## src/rtl/game_sequencer.sv

```systemverilog
// Game-flow controller: advances wall depth on frame ticks, counts collision
// pixels at the goal depth, judges pass/fail and sequences walls and score.
module game_sequencer #(
  parameter int GOAL_DEPTH          = 60,
  parameter int GOAL_DEPTH_DELTA    = 10,
  parameter int MAX_WALL_DEPTH      = 75,
  parameter int FRAMES_PER_STEP     = 4,
  parameter int COLLISION_THRESHOLD = 500,
  parameter int HOLD_FRAMES         = 60,
  parameter int NUM_WALLS           = 4
) (
  input  logic       clk_in,
  input  logic       rst_in,
  input  logic       frame_tick_in,
  input  logic       start_in,
  input  logic       active_in,
  input  logic       is_collision_in,
  input  logic [7:0] player_depth_in,
  output logic [2:0] game_state_out,
  output logic [7:0] wall_depth_out,
  output logic [1:0] wall_sel_out,
  output logic [7:0] score_out,
  output logic       pass_pulse_out,
  output logic       fail_pulse_out
);

  localparam logic [2:0] ST_GAME_OVER = 3'd0;
  localparam logic [2:0] ST_IDLE      = 3'd1;
  localparam logic [2:0] ST_APPROACH  = 3'd2;
  localparam logic [2:0] ST_CHECK     = 3'd3;
  localparam logic [2:0] ST_PASS      = 3'd4;

  localparam logic [7:0]  GOAL_D    = 8'(GOAL_DEPTH);
  localparam logic [7:0]  MAX_D     = 8'(MAX_WALL_DEPTH);
  localparam logic [15:0] DIV_LAST  = 16'(FRAMES_PER_STEP - 1);
  localparam logic [15:0] HOLD_LAST = 16'(HOLD_FRAMES - 1);
  localparam logic [15:0] THRESH    = 16'(COLLISION_THRESHOLD);
  localparam logic [1:0]  SEL_LAST  = 2'(NUM_WALLS - 1);
  // Acceptance window in 9 bits so the upper bound may exceed 255; lower clamps at 0.
  localparam int          LO_INT    = (GOAL_DEPTH > GOAL_DEPTH_DELTA) ? (GOAL_DEPTH - GOAL_DEPTH_DELTA) : 0;
  localparam logic [8:0]  WIN_LO    = 9'(LO_INT);
  localparam logic [8:0]  WIN_HI    = 9'(GOAL_DEPTH + GOAL_DEPTH_DELTA);

  logic [2:0]  state_q, state_d;
  logic [7:0]  depth_q, depth_d;
  logic [1:0]  sel_q, sel_d;
  logic [7:0]  score_q, score_d;
  logic        pass_q, pass_d;
  logic        fail_q, fail_d;
  logic [15:0] div_q, div_d;
  logic [15:0] coll_q, coll_d;
  logic [15:0] hold_q, hold_d;

  logic [7:0]  depth_inc;
  logic [8:0]  player_ext;
  logic        in_window;
  logic        step_due;

  assign depth_inc  = depth_q + 8'd1;
  assign player_ext = {1'b0, player_depth_in};
  assign in_window  = (player_ext >= WIN_LO) && (player_ext <= WIN_HI);
  assign step_due   = (div_q == DIV_LAST);

  always_comb begin
    state_d = state_q;
    depth_d = depth_q;
    sel_d   = sel_q;
    score_d = score_q;
    pass_d  = 1'b0;
    fail_d  = 1'b0;
    div_d   = div_q;
    coll_d  = coll_q;
    hold_d  = hold_q;
    case (state_q)
      ST_IDLE: begin
        if (start_in) begin
          state_d = ST_APPROACH;
          depth_d = 8'd0;
          score_d = 8'd0;
          div_d   = 16'd0;
        end
      end
      ST_APPROACH: begin
        if (frame_tick_in) begin
          if (step_due) begin
            div_d   = 16'd0;
            depth_d = depth_inc;
            if (depth_inc == GOAL_D) begin
              state_d = ST_CHECK;
              coll_d  = 16'd0;
            end
          end else begin
            div_d = div_q + 16'd1;
          end
        end
      end
      ST_CHECK: begin
        // The tick cycle judges on the count so far; a collision on that cycle is dropped.
        if (frame_tick_in) begin
          if ((coll_q < THRESH) && in_window) begin
            if (score_q != 8'hFF) score_d = score_q + 8'd1;
            pass_d  = 1'b1;
            state_d = ST_PASS;
            hold_d  = 16'd0;
          end else begin
            fail_d  = 1'b1;
            state_d = ST_GAME_OVER;
          end
        end else if (active_in && is_collision_in && (coll_q != 16'hFFFF)) begin
          coll_d = coll_q + 16'd1;
        end
      end
      ST_PASS: begin
        if (frame_tick_in) begin
          if (hold_q == HOLD_LAST) begin
            state_d = ST_APPROACH;
            depth_d = 8'd0;
            sel_d   = (sel_q == SEL_LAST) ? 2'd0 : sel_q + 2'd1;
            div_d   = 16'd0;
            hold_d  = 16'd0;
          end else begin
            hold_d = hold_q + 16'd1;
            if (step_due) begin
              div_d = 16'd0;
              if (depth_q < MAX_D) depth_d = depth_inc;
            end else begin
              div_d = div_q + 16'd1;
            end
          end
        end
      end
      ST_GAME_OVER: begin
        if (start_in) begin
          state_d = ST_APPROACH;
          depth_d = 8'd0;
          score_d = 8'd0;
          sel_d   = 2'd0;
          div_d   = 16'd0;
        end
      end
      default: state_d = ST_IDLE;
    endcase
  end

  always_ff @(posedge clk_in or posedge rst_in) begin
    if (rst_in) begin
      state_q <= ST_IDLE;
      depth_q <= 8'd0;
      sel_q   <= 2'd0;
      score_q <= 8'd0;
      pass_q  <= 1'b0;
      fail_q  <= 1'b0;
      div_q   <= 16'd0;
      coll_q  <= 16'd0;
      hold_q  <= 16'd0;
    end else begin
      state_q <= state_d;
      depth_q <= depth_d;
      sel_q   <= sel_d;
      score_q <= score_d;
      pass_q  <= pass_d;
      fail_q  <= fail_d;
      div_q   <= div_d;
      coll_q  <= coll_d;
      hold_q  <= hold_d;
    end
  end

  assign game_state_out = state_q;
  assign wall_depth_out = depth_q;
  assign wall_sel_out   = sel_q;
  assign score_out      = score_q;
  assign pass_pulse_out = pass_q;
  assign fail_pulse_out = fail_q;

endmodule
```

## config.mk

```make
export PLATFORM = sky130hd
export DESIGN_NAME = game_sequencer
export DESIGN_NICKNAME = d
export VERILOG_FILES = /design/src/rtl/game_sequencer.sv
export SDC_FILE = /design/constraint.sdc
export NUM_CORES = 1
export LEC_CHECK = 0
export BUFFER_PORTS_ARGS = -buffer_cell sky130_fd_sc_hd__buf_2
export CAP_MARGIN = 20
export CORE_MARGIN = 8
export CORE_UTILIZATION = 30
export CTS_CLUSTER_SIZE = 12
export DETAILED_ROUTE_END_ITERATION = 10
export SETUP_SLACK_MARGIN = 0.02
export SLEW_MARGIN = 20
export SYNTH_ARGS = -nofsm -noshare
export SYNTH_HDL_FRONTEND = slang
export SYNTH_SLANG_ARGS = --single-unit
```

## constraint.sdc

```tcl
create_clock -name clk_in -period 2.8 [get_ports clk_in]
set_input_delay 0.28 -clock clk_in [delete_from_list [all_inputs] [get_ports clk_in]]
set_output_delay 0.28 -clock clk_in [all_outputs]
set_load 0.1 [all_outputs]
```

; ---- After elaboration in Yosys (flattened, before gate mapping)
; Index checks and enable logic that the tools add are counted.
[totals]
input_bits = 14
out_inout_bits = 23
ff_bits = 71
wordCells = 110
[op_classes]
addsub = 6
muxes = 49
n_reduce_logical = 18
n_lt_le_gt_ge = 4
eq_ne = 24
[op_table]
columns = operator, n
row1 = 16-bit 2-to-1 mux, 14
row2 = 8-bit 2-to-1 mux, 10
row3 = 16-bit one-hot mux with 2 select lines, 2
row4 = "16-bit by 1-bit adder with 16-bit output, second input constant", 3
row5 = 16-bit one-hot mux with 3 select lines, 1
row6 = 3-bit 2-to-1 mux, 8
row7 = 8-bit one-hot mux with 3 select lines, 1
row8 = "2-bit != test, second input constant", 11
row9 = "8-bit by 1-bit adder with 8-bit output, second input constant", 2
row10 = "16-bit by 2-bit == test with 1-bit output, second input constant", 1
row11 = "16-bit by 6-bit == test with 1-bit output, second input constant", 1
row12 = "16-bit by 9-bit < comparator with 1-bit output, second input constant", 1
row13 = "16-bit != test, second input constant", 1
row14 = 8-bit one-hot mux with 2 select lines, 1
row15 = 7-bit AND reduction, 2
row16 = 3-bit one-hot mux with 4 select lines, 1
row17 = 4-bit AND reduction, 3
row18 = "8-bit by 6-bit == test with 1-bit output, second input constant", 1
row19 = "8-bit by 6-bit >= comparator with 1-bit output, second input constant", 1
row20 = "8-bit by 7-bit <= comparator with 1-bit output, second input constant", 1
row21 = "8-bit by 7-bit < comparator with 1-bit output, second input constant", 1
row22 = 2-bit 2-to-1 mux, 4
row23 = "8-bit != test, second input constant", 1
row24 = 2-bit nonzero test, 4
row25 = other kinds (15), 25

; ---- Depth between registers and ports, before layout
; Gate-level depths: netlist (run 1).
[logic_depth]
ltp_word = 6
mapped_depth = 9
ltp_nobuf = 7

; ---- Worst setup path before layout (run 1)
; Ideal clock, no wire load.
[synth_timing]
path_type = register to register
from = reg depth_q[0] (netlist: wall_depth_out[0])
to = reg coll_q[0]
t_arrival_ps = 2577
path_buffers = 0
period_less_slack_ps = 2701
t_required_ps = 2675
path_stages_with_launch = 7
setup_ps = 125
setup_slack_ps = 99
cell_sequence = dfrtp_1 -> ha_1 -> nand4_1 -> or4_1 -> nor4_1 -> o22ai_2 -> mux2_2
[synth_via]
elab_chain_len = 4
[synth_rtl]
columns = element, line_no
row1 = "start, declared", 45  ; logic [7:0] depth_q, depth_d;
row2 = "start signal, assigned", 158  ; depth_q <= depth_d;
row3 = 8-bit by 1-bit adder with 8-bit output, 59  ; assign depth_inc = depth_q + 8'd1;
row4 = 8-bit by 6-bit == test with 1-bit output, 88  ; if (depth_inc == GOAL_D) begin
row5 = 2-bit != test (no line), --
row6 = 6-bit AND reduction (no line), --
row7 = "end signal, assigned", 164  ; coll_q <= coll_d;
row8 = "end, declared", 51  ; logic [15:0] coll_q, coll_d;
; Every way passes these cells.
; A chain may end at the register's enable or synchronous reset.

; ---- Final worst setup path (run 1)
[layout_timing]
from = reg depth_q[0] (netlist: wall_depth_out[0])
to = reg coll_q[4]
; The elaborated chain is that of the path after synthesis.

==> results of run 1 <==
## through the flow
stage / instance area (sq um) / power [mW] / utilization, %
5_1_grt: 4770 / 2.98 / 34.9
3_3_place_gp: 4490 / 1.79 / 32.9
6_report: 4770 / 2.85 / 34.9
3_5_place_dp: 4490 / 1.80 / 32.9
2_1_floorplan: 4130 / 1.67 / -
4_1_cts: 4770 / 2.88 / 34.9
## power breakdown
part | internal, mW | switching, mW | leakage, nW
Sequential | 1.08 | 0.0880 | 0.971
Combinational | 0.165 | 0.448 | 1.04
Clock | 0.645 | 0.420 | 0.136
## worst register-to-register path, cell delays in order (launching register included)
cell	delay [ns]
dfrtp_1	0.42
ha_1	0.27
nand4_1	0.11
or4_1	0.47
nor4_1	0.41
nor2_1	0.15
nor2_2	0.28
a31oi_1	0.14
## layout make-up
class | instances | area [sq um]
clock inverter | 3 | 17.5
timing repair buffer | 43 | 233
tap | 180 | 225
sequential | 71 | 1780
multi-input combinational | 354 | 2220
clock buffer | 13 | 260
fill | 1406 | 8900
inverter | 10 | 37.5
## sequential cells by signal, summed over array words and instances (netlist names)
signal and cells:
coll_q 16, div_q 16, fail_pulse_out 1, game_state_out 3, hold_q 16, pass_pulse_out 1
score_out 8, wall_depth_out 8, wall_sel_out 2
## cell usage after synthesis, drive strengths merged, types with 7 or more instances
cell type | count | area share, %
a21oi | 20 | 2.5
o21ai | 50 | 6.1
nand2 | 48 | 4.4
inv | 10 | 0.91
dfrtp | 70 | 42
o211ai | 7 | 1.6
nor2b | 7 | 1.1
nor2 | 45 | 4.3
a31oi | 12 | 1.8
xor2 | 9 | 1.9
o31ai | 10 | 1.8
nor4 | 8 | 2.0
nand4 | 19 | 3.2
nand3 | 19 | 2.6
buf | 14 | 1.9
mux2i | 8 | 1.9
and3 | 17 | 2.6
nor3 | 9 | 1.2
## how the worst max path moves through the flow
stage / to / startpoint / cells past startpoint
CTS: coll_q[12]$_DFFE_PP0P_ / wall_depth_out[0]$_DFFE_PP0P_ / 7
detailed placement: coll_q[12]$_DFFE_PP0P_ / wall_depth_out[0]$_DFFE_PP0P_ / 7
global placement: coll_q[8]$_DFFE_PP0P_ / wall_depth_out[0]$_DFFE_PP0P_ / 7
finish: coll_q[4]$_DFFE_PP0P_ / wall_depth_out[0]$_DFFE_PP0P_ / 7
floorplan: coll_q[0]$_DFFE_PP0P_ / wall_depth_out[0]$_DFFE_PP0P_ / 6
global route: coll_q[14]$_DFFE_PP0P_ / wall_depth_out[0]$_DFFE_PP0P_ / 7
## cell families after synthesis
| group | count (synthesis) | share of synthesized area, % |
|---|---|---|
| xor+xnor | 14 | 2.97 |
| mux | 9 | 2.21 |
| fa+ha+maj | 6 | 1.82 |
| compound gates | 120 | 19.1 |
| buf+inv | 29 | 3.24 |
| flops | 71 | 43.1 |
| simple gates | 205 | 27.6 |
## per-layer routing
layer | up-vias | wire length (um) | track usage (%)
li1 | 1747 | - | -
met1 | 1778 | 4400 | 13.4
met2 | 75 | 5080 | 20.1
met3 | 15 | 321 | 2.52
met4 | 0 | 189 | 4.99
met5 | - | 0 | 0
==> summary.txt, run 1 <==
Status: finished, violations left
Failing checks: negative hold slack
Netlist cell types: 69
Wire length per cell: 14.8 um
Maximum clock insertion buffer count: 2
Syn Nets: 474
Die ar.: 17800 sq um
Most used DFF post-synth: dfrtp_1
Dpl ws: 0.439 ns
Synth Warn #: 0
Max VDD drop: 0.000279 V
Clk slew on worst S/H paths: 0.06 ns
Most common cell after layout, fill and taps aside: dfrtp_1
Antenna Cells: 0
Clock root cell: clkbuf_16
Final Cycle Share: 85.2%
First-pass GRT wire length: 17.2 mm
Initial antenna violation count: 0
Sequential fraction of the synthesis area: 43.1%
Via count: 3615
Share of layout cells above drive strength 1: 17.2%
Hold Buf Count CTS: 0
Initial drt markers: 251
CP delay by family, top: simple AND/OR/NAND/NOR gates
Min Clock Period, post-route: 2.38 ns
Gpl congestion: 0.841
Post-CTS Setup Bufs: 0
CTS tree: done
Inst Count DP: 658
CP cell instances: ha_1 -> nand4_1 -> or4_1 -> nor4_1 -> nor2_1 -> nor2_2 -> a31oi_1
Gr ovfl total: 0
Pin count of the biggest net entering global routing: 27
Worst endpoint required time: 3.00 ns
Cell Pwr Density: 598 nW/um^2
Setup Total Neg Slack: 0 ns
Tot GR Track Use: 11.5%
R2R Setup Slk: 0.42 ns
Starting density of the core: 30.2%
R2R Path Start: wall_depth_out[0]$_DFFE_PP0P_
RSZ-0062 raised after global routing: false
CP Class: reg2reg
Critical path capture point type: flip-flop
Max transition margin: 41.0%
Final WS setup: 0.415 ns
Clock Skew: 0.00877 ns
DP Wirelength: 7.23 mm
Port Buffers: 36
Post-route DRC: 0
Max stage delay on crit path: 0.47 ns
Async SR Flop Fraction: 100%
WP data arrival: 2.58 ns
Die Y-Extent: 133 um
Worst hold slack: -0.0105 ns
Buf+Inv Stages, Crit Path: 0
Max-Cap Viols: 0
Worst skew pair latency: 0.33 ns
Final setup fails: 0
Fin nets: 509
Critical path peak fanout: 6
Max Slew Vio Count: 0
DIE WIDTH: 133 um
Layout Cells excl Fill: 674
Area grow syn2layout: 15.5%
Actual slew at the worst max-slew pin: 0.873 ns
Clock Sinks: 71
Worst R2R End: coll_q[4]$_DFFE_PP0P_
Post-route ant nets: 0
Post-Synthesis Cells: 454
Number of global-route vias before repair: 3566
CTS buffer count: 9
CORE AREA: 13700 sq um
EDFF count, synth: 0
Startpoint Class: flip-flop
Fmax: 0.419 GHz
Post-synthesis register bit count: 71
R2r worst-path depth: 7
Hold WC Path Type: in2async
Cell Rows: 43
Count of cells resized by post-cts repair: 0
Cell Area, Synth: 4130 sq um
H-Tree Depth: 3
Vias per inst: 5.36
Crit path max-delay cell type: or4_1
Io pins: 37
Leakage: 2.15 nW
Final wirelength: 10.0 mm
Fin. Hold Viols: 17
Post-Syn Area per Cell: 9.09 sq um
Most frequent cells in the layout: dfrtp_1, nand2_1, o21ai_0
DR pass1 iterations: 5
Note: power is estimated with default switching activity, not from simulation.
==> run 2, diff against run 1 <==
--- a/config.mk
+++ b/config.mk
@@ -7,6 +7,7 @@
 export LEC_CHECK = 0
 export BUFFER_PORTS_ARGS = -buffer_cell sky130_fd_sc_hd__buf_2
 export CAP_MARGIN = 20
+export CORE_ASPECT_RATIO = 0.9
 export CORE_MARGIN = 8
 export CORE_UTILIZATION = 30
 export CTS_CLUSTER_SIZE = 12
==> run 2 against run 1 <==
  * The flow now finishes without violations
  * Final cell count shrank 1.8%
  * Clock-buffer cell count down 3
  * Critical endpoint is now coll_q[14]$_DFFE_PP0P_
  * Sequential power barely moved
  * Wire length shrank 0.52%
  * Largest power group unchanged
  * Cell area barely moved
==> summary.txt, run 2 (synthesized netlist as in run 1, its figures left out) <==
Status: complete, no violations
Wire length per cell: 15.0 um (+1.3%)
Post-route ant nets: 0 (unchanged)
CORE AREA: 13400 sq um (-1.8%)
Setup Total Neg Slack: 0 ns (unchanged)
Initial drt markers: 341 (+36%)
GRT met2 Usage: 18.4% (-1.7 points)
Met3 Use GR: 3.20% (+0.68 points)
Antenna Cells: 0 (unchanged)
Die ar.: 17800 sq um (about the same)
Clock Sinks: 71 (unchanged)
Cell Rows: 40 (-7.0%)
Gpl congestion: 0.849 (+0.95%)
Clock Skew: 0.00813 ns (-0.000637 ns)
Final Cycle Share: 87.8% (+2.7 points)
Critical path capture point type: flip-flop
Vias per inst: 5.43 (+1.2%)
Leakage: 2.16 nW (+0.41%)
Critical path peak fanout: 6 (unchanged)
Max-Cap Viols: 0 (unchanged)
Combinational power share: 21.0% (-0.5 points)
Largest registers: coll_q (16), div_q (16), hold_q (16)
Die Y-Extent: 127 um (-4.5%)
Most frequent cells in the layout: dfrtp_1, nand2_1, o21ai_0
Max VDD drop: 0.000853 V (+210%)
Via count: 3592 (-0.64%)
Startpoint Class: flip-flop
Met1 Usage GRT: 14.9% (+1.5 points)
First-pass GRT wire length: 17.0 mm (-1.4%)
Number of global-route vias before repair: 3445 (-3.4%)
Actual slew at the worst max-slew pin: 0.899 ns (+0.0252 ns)
Io pins: 37 (unchanged)
Gr ovfl total: 0 (unchanged)
DP Wirelength: 7.18 mm (-0.74%)
GRT busiest layer: met2
Cell internal pwr: 1.94 mW (+2.2%)
CTS tree: done
Worst R2R End: coll_q[14]$_DFFE_PP0P_
R2r worst-path depth: 7 (unchanged)
Sw Pwr: 0.960 mW (+0.43%)
Fin nets: 510 (+0.20%)
DIE WIDTH: 140 um (+4.8%)
Count of cells resized by post-cts repair: 0 (unchanged)
Starting density of the core: 30.8% (+0.57 points)
Initial antenna violation count: 0 (unchanged)
Critical Path Sink: coll_q[14]$_DFFE_PP0P_
DR pass1 iterations: 6 (+1)
Worst endpoint required time: 3.00 ns (about the same)
Cell Pwr Density: 607 nW/um^2 (+1.5%)
Switching Share: 33.2% (-0.38 points)
Post-CTS Setup Bufs: 0 (unchanged)
R2R Setup Slk: 0.34 ns (-0.07 ns)
Post-route DRC: 0 (unchanged)
CP Class: reg2reg
Share of layout cells above drive strength 1: 17.4% (+0.20 points)
Final setup fails: 0 (unchanged)
Max transition margin: 39.9% (-1.2 points)
Hold WC Path Type: in2async
Worst hold slack: 0.0430 ns (+0.0535 ns)
Max Slew Vio Count: 0 (unchanged)
Clock root cell: clkbuf_16
Pin count of the biggest net entering global routing: 33 (+22%)
H-Tree Depth: 3 (unchanged)
Area grow syn2layout: 15.6% (about the same)
Clock power share: 38.6% (+1.2 points)
Worst skew pair latency: 0.33 ns (about the same)
Clk slew on worst S/H paths: 0.06 ns (about the same)
WP data arrival: 2.66 ns (+0.08 ns)
RSZ-0062 raised after global routing: false
Hold Buf Count CTS: 0 (unchanged)
Fmax: 0.407 GHz (-3.0%)
Crit path launch: wall_depth_out[0]$_DFFE_PP0P_
Port Buffers: 36 (unchanged)
Tot GR Track Use: 11.5% (-0.012 points)
Min Clock Period, post-route: 2.46 ns (+0.0748 ns)
Layout Cells excl Fill: 662 (-1.8%)
Fin. Hold Viols: 0 (-17)
Inst Count DP: 647 (-1.7%)
R2R Path Start: wall_depth_out[0]$_DFFE_PP0P_
Maximum clock insertion buffer count: 2 (unchanged)
CTS buffer count: 9 (unchanged)
Power consumption: 2.90 mW (+1.6%)
Most common cell after layout, fill and taps aside: dfrtp_1
Part of the power in registers: 40.3% (-0.8 points)
Final wirelength: 9.94 mm (-0.52%)
==> run 2: critical path, stage by stage (launching register included) <==
cell     delay, ns
dfrtp_1       0.42
ha_1          0.26
nand4_1       0.10
or4_1         0.45
nor4_1        0.52
nor2_1        0.16
nor2_2        0.29
a31oi_1       0.13
==> run 2: metrics by stage <==
| step | cell area (sq um) | util, % | setup slack (ns) |
|---|---|---|---|
| global route | 4770 | 35.6 | 0.113 |
| floorplan | 4130 | - | 0.0987 |
| CTS | 4770 | 35.6 | 0.376 |
| detailed placement | 4480 | 33.4 | 0.385 |
| finish | 4770 | 35.6 | 0.340 |
| global placement | 4480 | 33.4 | 0.454 |
==> run 2: routing by layer <==
metal	part of all wire (%)	vias up	wire length [um]
met2	47	74	4670
met1	48	1762	4750
met5	0	-	0
li1	-	1747	-
met3	4.2	9	413
met4	1.1	0	112
==> run 2: cell type report <==
class	instances	area [sq um]
inverter	10	37.5
sequential	71	1780
tap	168	210
fill	1345	8640
multi-input combinational	354	2220
clock buffer	10	229
timing repair buffer	44	240
clock inverter	5	60.1
==> run 2: worst min-delay path by stage <==
stage,from,end,slack (ns)
floorplan,coll_q[15]$_DFFE_PP0P_,coll_q[15]$_DFFE_PP0P_,0.46
global placement,rst_in,hold_q[13]$_DFFE_PP0P_,0.42
CTS,rst_in,hold_q[13]$_DFFE_PP0P_,0.07
global route,rst_in,score_out[1]$_DFFE_PP0P_,0.1
detailed placement,rst_in,hold_q[13]$_DFFE_PP0P_,0.43
finish,rst_in,score_out[1]$_DFFE_PP0P_,0.04
==> run 2: power groups by stage <==
stage / logic [mW] / registers, mW / clock network (mW)
after floorplan: 0.327 / 1.34 / 0
after global placement: 0.601 / 1.18 / 0
after detailed placement: 0.612 / 1.18 / 0
after CTS: 0.613 / 1.17 / 1.15
after global routing: 0.665 / 1.18 / 1.19
final: 0.609 / 1.17 / 1.12
==> run 3, diff against run 2 <==
--- a/config.mk
+++ b/config.mk
@@ -12,7 +12,6 @@
 export CORE_UTILIZATION = 30
 export CTS_CLUSTER_SIZE = 12
 export DETAILED_ROUTE_END_ITERATION = 10
-export SETUP_SLACK_MARGIN = 0.02
 export SLEW_MARGIN = 20
 export SYNTH_ARGS = -nofsm -noshare
 export SYNTH_HDL_FRONTEND = slang
==> constraint.sdc (replaced) <==
create_clock -name clk_in -period 2.3 [get_ports clk_in]
set_input_delay 0.23 -clock clk_in [delete_from_list [all_inputs] [get_ports clk_in]]
set_output_delay 0.23 -clock clk_in [all_outputs]
set_load 0.1 [all_outputs]
==> run 3 against run 2 <==
  * Clock skew down 0.0029 ns
  * Die area unchanged
  * First-iteration DRC count down 15%
  * Clock-buffer cell count up 3
  * Sequential power up 22%
  * Maximum frequency up 15%
  * Setup slack worse by 0.19 ns
  * Cell area up 4.4%
  * Combinational power up 34%
  * Clock power up 18%
  * Utilization up 1.6 points
  * Critical endpoint is now hold_q[14]$_DFFE_PP0P_
  * Largest power group unchanged
  * Highest routed layer unchanged
==> summary.txt, run 3 (synthesized netlist as in run 1, its figures left out) <==
Max transition margin: 39.5% (-0.39 points)
Post-route DRC: 0 (unchanged)
Wire length per cell: 15.1 um (+0.38%)
Cell Pwr Density: 716 nW/um^2 (+18%)
Most frequent cells in the layout: dfrtp_1, nand2_1, o21ai_0
R2r worst-path depth: 7 (unchanged)
Max VDD drop: 0.000286 V (-66%)
Hold Buf Count CTS: 0 (unchanged)
Maximum clock insertion buffer count: 2 (unchanged)
Final Cycle Share: 93.3% (+5.5 points)
Buf+Inv Stages, Crit Path: 1 (+1)
RSZ-0062 raised after global routing: false
WP data arrival: 2.38 ns (-0.28 ns)
Area grow syn2layout: 20.7%
Die ar.: 17800 sq um (unchanged)
Pin count of the biggest net entering global routing: 41 (+24%)
Power consumption: 3.57 mW (+23%)
Fin nets: 526 (+3.1%)
Final setup fails: 0 (unchanged)
DIE WIDTH: 140 um (unchanged)
Fmax: 0.466 GHz (+15%)
Critical Path Sink: hold_q[14]$_DFFE_PP0P_
Starting density of the core: 30.8% (unchanged)
Max stage delay on crit path: 0.40 ns (-0.12 ns)
CP Class: reg2reg
Startpoint Class: flip-flop
Critical path peak fanout: 7 (+1)
Fin. Hold Viols: 0 (unchanged)
Min Clock Period, post-route: 2.15 ns (-0.313 ns)
WP depth: 7 (unchanged)
Max-Cap Viols: 0 (unchanged)
Gr ovfl total: 0 (unchanged)
Share of layout cells above drive strength 1: 22.1% (+4.7 points)
Status: complete, no violations
Largest registers: coll_q (16), div_q (16), hold_q (16)
DR pass1 iterations: 4 (-2)
Crit path max-delay cell type: dfrtp_1
Worst R2R End: hold_q[14]$_DFFE_PP0P_
Initial drt markers: 291 (-15%)
Antenna Cells: 0 (unchanged)
Setup Total Neg Slack: 0 ns (unchanged)
Initial antenna violation count: 0 (unchanged)
Io pins: 37 (unchanged)
Tot GR Track Use: 12.1% (+0.54 points)
Max Slew Vio Count: 0 (unchanged)
Post-route ant nets: 0 (unchanged)
Hold WC Path Type: in2async
Leakage: 2.25 nW (+4.4%)
Most common cell after layout, fill and taps aside: dfrtp_1
Post-route cell area: 4980 sq um (+4.4%)
Number of global-route vias before repair: 3461 (+0.46%)
Placement Cell Area: 4630 sq um (+3.2%)
R2R Setup Slk: 0.15 ns (-0.19 ns)
Gpl congestion: 0.842 (-0.74%)
Inst Count DP: 662 (+2.3%)
Worst endpoint required time: 2.53 ns (-0.47 ns)
Vias per inst: 5.32 (-2.0%)
Layout Cells excl Fill: 679 (+2.6%)
DP Wirelength: 7.38 mm (+2.8%)
R2R Path Start: hold_q[10]$_DFFE_PP0P_
Clk slew on worst S/H paths: 0.06 ns (about the same)
CTS tree: done
CP delay by family, top: simple AND/OR/NAND/NOR gates
Via count: 3610 (+0.50%)
Critical path capture point type: flip-flop
Cell Rows: 40 (unchanged)
Die Y-Extent: 127 um (unchanged)
Clock Sinks: 71 (unchanged)
CP cell instances: nor4_1 -> nand4_2 -> buf_4 -> or2_2 -> a21oi_2 -> a31o_2 -> nor2_1
CORE AREA: 13400 sq um (unchanged)
Final wirelength: 10.2 mm (+3.0%)
Clock Skew: 0.00520 ns (-0.00293 ns)
H-Tree Depth: 3 (unchanged)
Port Buffers: 36 (unchanged)
Crit path launch: hold_q[10]$_DFFE_PP0P_
Clock root cell: clkbuf_16
First-pass GRT wire length: 17.5 mm (+3.4%)
Actual slew at the worst max-slew pin: 0.907 ns (+0.00790 ns)
CTS buffer count: 9 (unchanged)
Worst skew pair latency: 0.34 ns (about the same)
-- run 3: changes by cell type in the layout (fill, tap and decap cells not counted), sizes merged --
cell    before  now
buf         44   60
bufinv       1    0
clkbuf      10   13
clkinv       3    2
-- run 3: worst register-to-register path: stages, from the launching register on --
cell and delay [ns]:
dfrtp_1 0.40, nor4_1 0.37, nand4_2 0.26, buf_4 0.23, or2_2 0.30, a21oi_2 0.28
a31o_2 0.15, nor2_1 0.04
-- run 3: metrics by stage --
step	utilization, %	worst slack [ns]	hold slack, ns
3_5_place_dp	34.5	0.130	0.474
5_1_grt	37.2	0.0188	0.149
3_3_place_gp	34.5	0.164	0.463
6_report	37.2	0.154	0.0887
4_1_cts	36.6	0.106	0.104
2_1_floorplan	-	0.000103	0.461
-- run 3: routing by layer --
layer,global-route usage (%),routed length (um),up-vias
li1,-,-,1782
met1,14.8,4660,1751
met2,20.2,5100,61
met3,2.87,291,16
met4,4.72,185,0
met5,0,0,-
-- run 3: final cells by class --
class / count / area (sq um)
Clock buffer: 13 / 260
Clock inverter: 3 / 17.5
Fill cell: 1340 / 8430
Inverter: 10 / 37.5
Multi-Input combinational cell: 354 / 2290
Sequential cell: 71 / 1790
Tap cell: 168 / 210
Timing Repair Buffer: 60 / 373
-- run 3: worst min path at each step --
| stage | to | slack (ns) |
|---|---|---|
| after detailed placement | hold_q[11]$_DFFE_PP0P_ | 0.47 |
| after global routing | hold_q[11]$_DFFE_PP0P_ | 0.15 |
| after floorplan | coll_q[15]$_DFFE_PP0P_ | 0.46 |
| final | hold_q[11]$_DFFE_PP0P_ | 0.09 |
| after global placement | hold_q[8]$_DFFE_PP0P_ | 0.46 |
| after CTS | hold_q[11]$_DFFE_PP0P_ | 0.10 |
-- run 3: repair_timing --
| action | in CTS | in global routing |
|---|---|---|
| buffers inserted | 0 | 1 |
| endpoints found under the setup margin | 0 | 20 |
| gates resized for setup | 0 | 11 |
-- run 3: report_power, final --
group	total (mW)	internal [mW]	switching, mW
logic	0.814	0.245	0.569
clock network	1.32	0.786	0.539
registers	1.43	1.32	0.104
